`config.mk`:
```
export PLATFORM = sky130hd
export DESIGN_NAME = bram_port_arbiter
export DESIGN_NICKNAME = d
export VERILOG_FILES = /design/src/rtl/bram_port_arbiter.sv
export SDC_FILE = /design/constraint.sdc
export NUM_CORES = 1
export LEC_CHECK = 0
export CORE_MARGIN = 4
export CORE_UTILIZATION = 33
export DETAILED_ROUTE_END_ITERATION = 6
export PLACE_DENSITY = 0.84
export SLEW_MARGIN = 15
export SYNTH_ARGS = -nofsm -noshare
export SYNTH_HDL_FRONTEND = slang
export SYNTH_SLANG_ARGS = --single-unit
```
`constraint.sdc`:
```
create_clock -name axis_clk -period 3 [get_ports axis_clk]
set_clock_uncertainty 0.05 [all_clocks]
set_input_delay 0.6 -clock axis_clk [delete_from_list [all_inputs] [get_ports axis_clk]]
set_output_delay 0.6 -clock axis_clk [all_outputs]
set_load 0.02 [all_outputs]
```
`src/rtl/bram_port_arbiter.sv`:
```
// Single-port BRAM arbiter: fixed-priority core (index 0), round-robin for the rest,
// fixed-latency read-response routing and a zero-fill clear sequencer. Optional stall statistic via BRAM_ARB_STATS_EN.
module bram_port_arbiter #(
    parameter int pDATA_WIDTH = 32,
    parameter int pADDR_WIDTH = 10,
    parameter int NUM_REQ     = 3,
    parameter int pDEPTH      = 1024,
    parameter int RD_LAT      = 1,
    parameter int LITE_IDX    = 2
) (
    input  logic                           axis_clk,
    input  logic                           axis_rst,
    input  logic                           in_ap_idle,
    input  logic [NUM_REQ-1:0]             in_req_valid,
    input  logic [NUM_REQ-1:0]             in_req_we,
    input  logic [NUM_REQ*pADDR_WIDTH-1:0] in_req_addr,
    input  logic [NUM_REQ*pDATA_WIDTH-1:0] in_req_wdata,
    output logic [NUM_REQ-1:0]             out_req_ready,
    output logic [NUM_REQ-1:0]             out_rsp_valid,
    output logic [pDATA_WIDTH-1:0]         out_rsp_data,
    input  logic                           in_clr_start,
    output logic                           out_clr_busy,
    output logic                           out_clr_done,
    output logic                           out_ram_EN,
    output logic [pDATA_WIDTH/8-1:0]       out_ram_WE,
    output logic [pADDR_WIDTH-1:0]         out_ram_A,
    output logic [pDATA_WIDTH-1:0]         out_ram_Di,
    input  logic [pDATA_WIDTH-1:0]         in_ram_Do,
    output logic [15:0]                    out_stall_cnt
);

    localparam int BE_W  = pDATA_WIDTH / 8;
    localparam int PTR_W = $clog2(NUM_REQ);
    localparam logic [pADDR_WIDTH-1:0] LAST_ADDR = pADDR_WIDTH'(pDEPTH - 1);
    localparam logic [PTR_W-1:0]       PTR_FIRST = PTR_W'(1);

    typedef enum logic {
        ST_ARB = 1'b0,
        ST_CLR = 1'b1
    } state_e;

    state_e                   state_q, state_d;
    logic [PTR_W-1:0]         rr_ptr_q, rr_ptr_d;
    logic [pADDR_WIDTH-1:0]   clr_cnt_q, clr_cnt_d;
    logic [NUM_REQ-1:0]       elig_s;
    logic [NUM_REQ-1:0]       grant_s;
    logic                     found_s;
    logic                     hit_s;
    logic                     sel_we_s;
    logic [pADDR_WIDTH-1:0]   sel_addr_s;
    logic [pDATA_WIDTH-1:0]   sel_wdata_s;
    logic                     ram_en_q;
    logic [BE_W-1:0]          ram_we_q;
    logic [pADDR_WIDTH-1:0]   ram_a_q;
    logic [pDATA_WIDTH-1:0]   ram_di_q;
    logic [NUM_REQ-1:0]       rsp_pipe_q [0:RD_LAT];
    logic                     clr_busy_q;
    logic                     clr_done_q;

    // Distance of requester idx from the round-robin pointer, wrapping over 1..NUM_REQ-1.
    function automatic int rr_dist(input int idx, input logic [PTR_W-1:0] ptr);
        if (idx >= int'(ptr)) begin
            return idx - int'(ptr);
        end else begin
            return idx - int'(ptr) + NUM_REQ - 1;
        end
    endfunction

    // FSM state, round-robin pointer and clear address counter
    always_ff @(posedge axis_clk) begin
        if (axis_rst) begin
            state_q   <= ST_ARB;
            rr_ptr_q  <= PTR_FIRST;
            clr_cnt_q <= '0;
        end else begin
            state_q   <= state_d;
            rr_ptr_q  <= rr_ptr_d;
            clr_cnt_q <= clr_cnt_d;
        end
    end

    // Next-state logic: a clear runs exactly pDEPTH cycles then returns to arbitration
    always_comb begin
        state_d   = state_q;
        clr_cnt_d = clr_cnt_q;
        case (state_q)
            ST_ARB: begin
                clr_cnt_d = '0;
                if (in_clr_start) begin
                    state_d = ST_CLR;
                end else begin
                    state_d = ST_ARB;
                end
            end
            ST_CLR: begin
                if (clr_cnt_q == LAST_ADDR) begin
                    state_d   = ST_ARB;
                    clr_cnt_d = '0;
                end else begin
                    state_d   = ST_CLR;
                    clr_cnt_d = clr_cnt_q + pADDR_WIDTH'(1);
                end
            end
            default: begin
                state_d   = ST_ARB;
                clr_cnt_d = '0;
            end
        endcase
    end

    // Grant selection; the clear-start cycle issues no grant
    always_comb begin
        grant_s  = '0;
        rr_ptr_d = rr_ptr_q;
        found_s  = 1'b0;
        hit_s    = 1'b0;
        for (int i = 0; i < NUM_REQ; i++) begin
            elig_s[i] = in_req_valid[i] && ((i != LITE_IDX) || in_ap_idle);
        end
        if ((state_q == ST_ARB) && !in_clr_start) begin
            if (elig_s[0]) begin
                grant_s[0] = 1'b1;
            end else begin
                for (int d = 0; d < NUM_REQ - 1; d++) begin
                    for (int i = 1; i < NUM_REQ; i++) begin
                        hit_s      = !found_s && elig_s[i] && (rr_dist(i, rr_ptr_q) == d);
                        grant_s[i] = grant_s[i] | hit_s;
                        found_s    = found_s | hit_s;
                        if (hit_s) begin
                            rr_ptr_d = (i == NUM_REQ - 1) ? PTR_FIRST : PTR_W'(i + 1);
                        end else begin
                            rr_ptr_d = rr_ptr_d;
                        end
                    end
                end
            end
        end else begin
            grant_s = '0;
        end
    end

    // One-hot AND-OR mux of the granted requester's command
    always_comb begin
        sel_we_s    = 1'b0;
        sel_addr_s  = '0;
        sel_wdata_s = '0;
        for (int i = 0; i < NUM_REQ; i++) begin
            sel_we_s    = sel_we_s | (grant_s[i] & in_req_we[i]);
            sel_addr_s  = sel_addr_s  | ({pADDR_WIDTH{grant_s[i]}} & in_req_addr[i*pADDR_WIDTH +: pADDR_WIDTH]);
            sel_wdata_s = sel_wdata_s | ({pDATA_WIDTH{grant_s[i]}} & in_req_wdata[i*pDATA_WIDTH +: pDATA_WIDTH]);
        end
    end

    // Registered BRAM port drive
    always_ff @(posedge axis_clk) begin
        if (axis_rst) begin
            ram_en_q <= 1'b0;
            ram_we_q <= '0;
            ram_a_q  <= '0;
            ram_di_q <= '0;
        end else if (state_q == ST_CLR) begin
            ram_en_q <= 1'b1;
            ram_we_q <= {BE_W{1'b1}};
            ram_a_q  <= clr_cnt_q;
            ram_di_q <= '0;
        end else if (|grant_s) begin
            ram_en_q <= 1'b1;
            ram_we_q <= sel_we_s ? {BE_W{1'b1}} : {BE_W{1'b0}};
            ram_a_q  <= sel_addr_s;
            ram_di_q <= sel_wdata_s;
        end else begin
            ram_en_q <= 1'b0;
            ram_we_q <= '0;
        end
    end

    // Read-response pipe: stage k holds the one-hot owner of a read issued k+1 cycles ago
    always_ff @(posedge axis_clk) begin
        if (axis_rst) begin
            for (int k = 0; k <= RD_LAT; k++) begin
                rsp_pipe_q[k] <= '0;
            end
        end else begin
            rsp_pipe_q[0] <= grant_s & ~in_req_we;
            for (int k = 1; k <= RD_LAT; k++) begin
                rsp_pipe_q[k] <= rsp_pipe_q[k-1];
            end
        end
    end

    // Clear status flags, aligned with the clear writes on the BRAM port
    always_ff @(posedge axis_clk) begin
        if (axis_rst) begin
            clr_busy_q <= 1'b0;
            clr_done_q <= 1'b0;
        end else begin
            clr_busy_q <= (state_q == ST_CLR);
            clr_done_q <= clr_busy_q && (ram_a_q == LAST_ADDR);
        end
    end

`ifdef BRAM_ARB_STATS_EN
    logic        stall_s;
    logic [15:0] stall_cnt_q;

    assign stall_s = |(in_req_valid & ~grant_s);

    // Saturating count of cycles in which some valid requester is left waiting
    always_ff @(posedge axis_clk) begin
        if (axis_rst) begin
            stall_cnt_q <= 16'h0000;
        end else if (stall_s && (stall_cnt_q != 16'hFFFF)) begin
            stall_cnt_q <= stall_cnt_q + 16'h0001;
        end else begin
            stall_cnt_q <= stall_cnt_q;
        end
    end

    assign out_stall_cnt = stall_cnt_q;
`else
    assign out_stall_cnt = 16'h0000;
`endif

    assign out_req_ready = grant_s;
    assign out_rsp_valid = rsp_pipe_q[RD_LAT];
    assign out_rsp_data  = (|rsp_pipe_q[RD_LAT]) ? in_ram_Do : {pDATA_WIDTH{1'b0}};
    assign out_clr_busy  = clr_busy_q;
    assign out_clr_done  = clr_done_q;
    assign out_ram_EN    = ram_en_q;
    assign out_ram_WE    = ram_we_q;
    assign out_ram_A     = ram_a_q;
    assign out_ram_Di    = ram_di_q;

endmodule

```
==> impl_metrics.json, run 1 <==
{
  "fmax_mhz": 341.8,
  "cts_max_level": 3,
  "drt-wirelength-per-cell_um": 17.63,
  "r2r_setup_slack_ns": 0.57,
  "cts_tree": "built",
  "initial_core_util_pct": 34.20,
  "vias": 3899,
  "hold_viol": 0,
  "synthArstFlopShare_pct": 0,
  "first_global_vias": 3910,
  "synth-seq-cells": 65,
  "antenna_cells": 0,
  "hp-start": "rsp_pipe_q[0][0]",
  "ant_nets": 0,
  "cts.sinks": 65,
  "place_congestion": 0.8559,
  "die_area_um2": 11900,
  "drtIter0Drc": 269,
  "ys_seq_area_share_pct": 38.58,
  "syn2layout_area_growth_pct": 83.61,
  "yosys_most_used_dff": "dfxtp_1",
  "hp-class": "register to register",
  "p_total_mw": 2.359,
  "fillers": 800,
  "p_leak_nw": 2.292,
  "ys.warnings.count": 0,
  "cts_root_buf": "clkbuf_8",
  "outcome": "finished clean",
  "core_area_um2": 9864,
  "cts.hold.buffers_added": 0,
  "holdPathEnd": "rsp_pipe_q[0][3]",
  "drt-total-wl_um": 13410,
  "die_width_um": 109.1,
  "worstSetupStartpointType": "input pin",
  "synthDistinctLibCells": 42,
  "dp_hpwl_um": 10850,
  "cp.required_ns": 2.35,
  "synth_mux_area_share_pct": 0,
  "crit_fanout": 3,
  "layout.nets": 797,
  "dieHeight_um": 109.1,
  "synthAdderAreaFrac_pct": 2.226,
  "synth_compound_area_share_pct": 27.19,
  "clk_pin_slew_ns": 0.06,
  "cts_buffers": 9,
  "slew_headroom_pct": 53.30,
  "syn_inst": 377,
  "power_density_nw_per_um2": 380.9,
  "synth-simple-area-share_pct": 19.77,
  "arrival_ns": 2.28,
  "maxSlewViolCount": 0,
  "final_layout_size_suffix_gt1_share_pct": 6.847,
  "fin_crit_ns": 2.926,
  "max-cap-violations": 0,
  "grt_pass1_wl_um": 19230,
  "worstMarginPinSlew_ns": 0.6967,
  "clk_latency_ns": 0.33,
  "hold_path_depth": 1,
  "avgSynthCellArea_um2": 8.948,
  "r2r-start": "rr_ptr_q[0]",
  "port_buffers": 254,
  "syn_area_um2": 3373,
  "clockBufferDepth": 2,
  "routed_via_density": 5.124,
  "grt_overflow": 0,
  "vdd_drop_max_mv": 0.2633,
  "firstDrtPassIters": 5,
  "fp-row-count": 36,
  "postCtsSetupBuffers": 0,
  "synth_xor_xnor_area_share_pct": 2.077,
  "path_class": "input pin to output pin",
  "ios": 271,
  "drc": 0,
  "reg2reg_depth": 10,
  "post-route-util_pct": 62.79,
  "rr_endpoint": "out_ram_A[9]",
  "grt_max_degree": 33,
  "finalSetupViolCount": 0,
  "end_kind": "output pin",
  "antenna_found_initial": 1,
  "synth_edf_count": 0,
  "period_share_pct": 97.52,
  "synth_top_family_by_area": "compound AO/OA/AOI/OAI gates",
  "grt_usage_pct": 20.91
}
[final cells by class]
cell class,instances,area [um2],area share [%]
Timing Repair Buffer,271,2694,43.49
Multi-Input combinational cell,272,1809,29.21
Clock buffer,14,172.7,2.788
Clock inverter,2,35.03,0.5657
Inverter,4,15.01,0.2424
Sequential cell,65,1301,21.01
Tap cell,133,166.4,2.687
[power by group]
group | internal, mW | switching [mW]
sequential | 0.908 | 0.0312
clock | 0.452 | 0.324
combinational | 0.367 | 0.277
[metrics by stage]
stage | TNS, ns | instance area [um2] | hold WS, ns | instances | worst slack, ns
after floorplan | 0 | 3430 | 0.3638 | 392 | 0.4983
after global placement | -0.1416 | 5983 | 0.3670 | 745 | -0.1339
after detailed placement | -0.4888 | 5983 | 0.3769 | 745 | -0.2043
after CTS | 0 | 6190 | 0.3918 | 761 | 0.03490
after global routing | -0.05460 | 6193 | 0.4137 | 761 | -0.05460
final | 0 | 6193 | 0.3876 | 761 | 0.07444
[logic make-up (layout without fill, tap and decap cells)]
| group | count (synthesis) | count (layout) |
|---|---|---|
| flip-flops | 65 | 65 |
| adder cells (fa/ha/maj) | 6 | 6 |
| buffers and inverters | 55 | 291 |
| AND/OR/NAND/NOR | 128 | 128 |
| XOR/XNOR | 8 | 8 |
| AO/OA/AOI/OAI | 114 | 114 |
| other | 1 | 16 |
[worst max-delay path by stage]
stage / end / slack (ns) / startpoint
after floorplan: out_req_ready[2] / 0.50 / rr_ptr_q[0]
after global placement: out_req_ready[2] / -0.13 / in_req_valid[1]
after detailed placement: out_req_ready[2] / -0.20 / in_req_valid[1]
after CTS: out_req_ready[2] / 0.03 / rr_ptr_q[0]
after global routing: out_req_ready[1] / -0.05 / in_req_valid[1]
final: out_req_ready[1] / 0.07 / in_req_valid[1]
[per-layer routing]
layer / routed length, um / GRT usage (%) / up-vias / part of all wire [%]
met3: 1483 / 6.335 / 25 / 11
met5: 8 / 0 / - / 0.060
met1: 4482 / 20.71 / 1816 / 33
li1: - / - / 1828 / -
met2: 7156 / 40.39 / 228 / 53
met4: 283 / 7.755 / 2 / 2.1
[synth_stat cells (2+ instances only)]
cell type / number / share of area (%)
dfxtp_1: 65 / 39
nor2_1: 46 / 5.1
nor2b_1: 36 / 6.7
a221o_1: 33 / 9.8
a22oi_1: 32 / 7.1
buf_4: 24 / 5.3
o21ai_0: 20 / 3.0
nand2_1: 15 / 1.7
clkbuf_1: 12 / 1.3
a211oi_1: 10 / 2.2
a22o_1: 10 / 2.6
buf_2: 9 / 1.3
ha_1: 6 / 2.2
nand3_1: 6 / 0.89
and3_1: 5 / 0.93
buf_6: 4 / 1.3
inv_1: 4 / 0.44
xnor2_1: 4 / 1.0
xor2_1: 4 / 1.0
a21oi_1: 3 / 0.44
nor3_1: 3 / 0.44
nand4_1: 2 / 0.37
nor2_2: 2 / 0.37
nor3_2: 2 / 0.59
nor4_1: 2 / 0.37
o21ai_1: 2 / 0.30
[critical path: stages]
cell and delay, ns:
clkdlybuf4s50_1 0.46, a21boi_1 0.26, o21ai_1 0.20, nor2_4 0.12
clkdlybuf4s50_1 0.64
[registers in the layout, summed over array words and instances, names as in the netlist]
| register | cells |
|---|---|
| out_ram_Di | 32 |
| clr_cnt_q | 10 |
| out_ram_A | 10 |
| rsp_pipe_q | 6 |
| rr_ptr_q | 2 |
| out_clr_busy | 1 |
| out_clr_done | 1 |
| out_ram_EN | 1 |
| out_ram_WE | 1 |
| state_q | 1 |
[cell usage in the layout, fill, tap and decap left out, drive strengths merged, types with 2 or more instances in the layout]
cell type and count:
nand2 15, nor2b 36, nand3 6, nor2 49, xnor2 4, and3 5, a22o 10, nand2b 2
ha 6, nor3 5, buf 17, clkdlybuf4s50 253, a21oi 3, or3 2, dfxtp 65, inv 4
a211oi 10, xor2 4, a221o 33, nand4 2, clkbuf 14, nor4 2, a22oi 32, o21ai 22
conb 16
[timing repair]
action | 4_1_cts | 5_1_grt
gates cloned | 0 | 0
setup endpoints to repair | 2 | 1
resized for setup | 3 | 1
Note: power is estimated with default switching activity, not from simulation.
==> run 2: changes to the inputs <==
--- a/config.mk
+++ b/config.mk
@@ -5,7 +5,7 @@
 export SDC_FILE = /design/constraint.sdc
 export NUM_CORES = 1
 export LEC_CHECK = 0
-export CORE_MARGIN = 4
+export CORE_MARGIN = 3
 export CORE_UTILIZATION = 33
 export DETAILED_ROUTE_END_ITERATION = 6
 export PLACE_DENSITY = 0.84
==> run 2 against run 1 <==
Critical path depth fell by 1. Sequential power barely moved. Sequential cell count did not move. Clock-buffer cell count fell by 5. Clock power fell by 1%. Cell area rose by 0.20%. Global-route usage rose by 0.37 points. Non-clock buffer count rose by 2. First-iteration DRC count fell by 26%. Critical path type unchanged. Wire length fell by 3.1%.
==> impl_metrics.json, run 2 (synthesis gave the netlist of run 1 again) <==
{
  "outcome": "finished clean",
  "fin_crit_ns": 2.919,
  "cts.sinks": 65,
  "path_class": "input pin to output pin",
  "cp.required_ns": 2.35,
  "register_area_um2": 1301,
  "rr_endpoint": "out_ram_A[5]",
  "drc": 0,
  "cts_tree": "built",
  "port_buffers": 254,
  "worstMarginPinSlew_ns": 0.6967,
  "p_sw_share_pct": 28.90,
  "hp-class": "register to register",
  "grt_overflow": 0,
  "first_global_vias": 3910,
  "period_share_pct": 97.31,
  "postCtsSetupBuffers": 0,
  "r2r-start": "rr_ptr_q[0]",
  "rsz0062_at_grt": "false",
  "die_width_um": 107.1,
  "initial_core_util_pct": 34.20,
  "largest_reg_flops": 32,
  "arrival_ns": 2.27,
  "p_sw_mw": 0.6774,
  "dp_hpwl_um": 10400,
  "ant_nets": 0,
  "max-cap-violations": 0,
  "maxSlewViolCount": 0,
  "clockBufferDepth": 2,
  "drt-total-wl_um": 13000,
  "grt_max_degree": 33,
  "holdPathEnd": "rsp_pipe_q[0][4]",
  "cts_buffers": 9,
  "ios": 271,
  "fin_tns_setup_ns": 0,
  "worstSetupStartpointType": "input pin",
  "slew_headroom_pct": 53.30,
  "layout.nets": 799,
  "grt_usage_pct": 21.28,
  "drtIter0Drc": 200,
  "firstDrtPassIters": 5,
  "layout_commonest_cell": "clkdlybuf4s50_1",
  "core_area_um2": 9864,
  "crit_fanout": 3,
  "internal-power_mw": 1.666,
  "dpl_cell_area_um2": 5998,
  "die_area_um2": 11470,
  "mostFrequentLayoutCells": "253 x clkdlybuf4s50_1, 65 x dfxtp_1, 46 x nor2_1",
  "place_congestion": 0.8736,
  "vias": 3858,
  "cts.hold.buffers_added": 0,
  "wl_met1_um": 4673,
  "r2r_setup_slack_ns": 0.59,
  "final_cell_area_um2": 6206,
  "clk_latency_ns": 0.34,
  "top_layer_used": "met4",
  "hold_path_depth": 1,
  "dieHeight_um": 107.1,
  "grt_pass1_wl_um": 19250,
  "routed_via_density": 5.056,
  "cts_max_level": 3,
  "hp-start": "rsp_pipe_q[0][1]",
  "finalSetupViolCount": 0,
  "final_layout_size_suffix_gt1_share_pct": 7.302,
  "p_leak_nw": 2.291,
  "syn2layout_area_growth_pct": 83.98,
  "antenna_cells": 0,
  "dr_wl_met2_um": 7012,
  "antenna_found_initial": 0,
  "hold_viol": 0,
  "fmax_mhz": 342.5,
  "fillers": 821,
  "drt-wirelength-per-cell_um": 17.04,
  "vdd_drop_max_mv": 0.2268,
  "fp-row-count": 36,
  "pwr-share-seq_pct": 40.1,
  "end_kind": "output pin",
  "wl_met3_um": 1069,
  "clk_pin_slew_ns": 0.07,
  "cts_root_buf": "clkbuf_8",
  "combPwrFrac_pct": 27.3,
  "power_density_nw_per_um2": 377.6,
  "p_clk_share_pct": 32.7,
  "multi_input_area_um2": 1812,
  "reg2reg_depth": 10
}
==> run 2: metrics by stage <==
| stage | worst slack (ns) | hold WS [ns] | util [%] | total power, mW | instances |
|---|---|---|---|---|---|
| global placement | -0.03522 | 0.3686 | 60.81 | 1.584 | 747 |
| floorplan | 0.4983 | 0.3638 | - | 1.234 | 392 |
| global route | 0.02758 | 0.4098 | 62.91 | 2.446 | 763 |
| detailed placement | -0.06484 | 0.3762 | 60.81 | 1.597 | 747 |
| CTS | 0.02695 | 0.3950 | 62.85 | 2.368 | 763 |
| finish | 0.08064 | 0.3932 | 62.91 | 2.344 | 763 |
==> run 2: worst max path at each step <==
stage | start | to | slack, ns
6_report | in_req_valid[0] | out_req_ready[1] | 0.08
5_1_grt | rr_ptr_q[0] | out_req_ready[2] | 0.03
4_1_cts | in_req_valid[1] | out_req_ready[1] | 0.03
3_5_place_dp | in_req_valid[2] | out_req_ready[2] | -0.06
3_3_place_gp | in_req_valid[1] | out_req_ready[1] | -0.04
2_1_floorplan | rr_ptr_q[0] | out_req_ready[2] | 0.50
==> run 2: repair_timing <==
item,CTS,global route
gates resized for setup,2,2
gates cloned,0,0
endpoints found under the setup margin,2,21
==> run 2: area by class of cell <==
cell class	instances	area share (%)
timing repair buffer	273	43.65
multi-input combinational	272	29.19
sequential	65	20.97
tap	133	2.681
clock buffer	9	1.996
clock inverter	7	1.270
inverter	4	0.2419
==> run 2: critical path: stages <==
cell and delay, ns:
clkdlybuf4s50_1 0.42, or3_1 0.47, nor2_4 0.14, clkdlybuf4s50_1 0.63
==> run 2: power by group through the flow <==
stage | registers, mW | clock network, mW | logic [mW]
after detailed placement | 0.958 | 0 | 0.639
after global placement | 0.956 | 0 | 0.628
after CTS | 0.938 | 0.789 | 0.641
after floorplan | 1.00 | 0 | 0.232
final | 0.939 | 0.765 | 0.640
after global routing | 0.944 | 0.819 | 0.683
==> run 2: per-layer routing <==
metal  GRT usage [%]  vias up
met5               0        -
met4           7.397        0
met3           5.719       19
met2           40.97      187
met1           21.81     1821
li1                -     1831
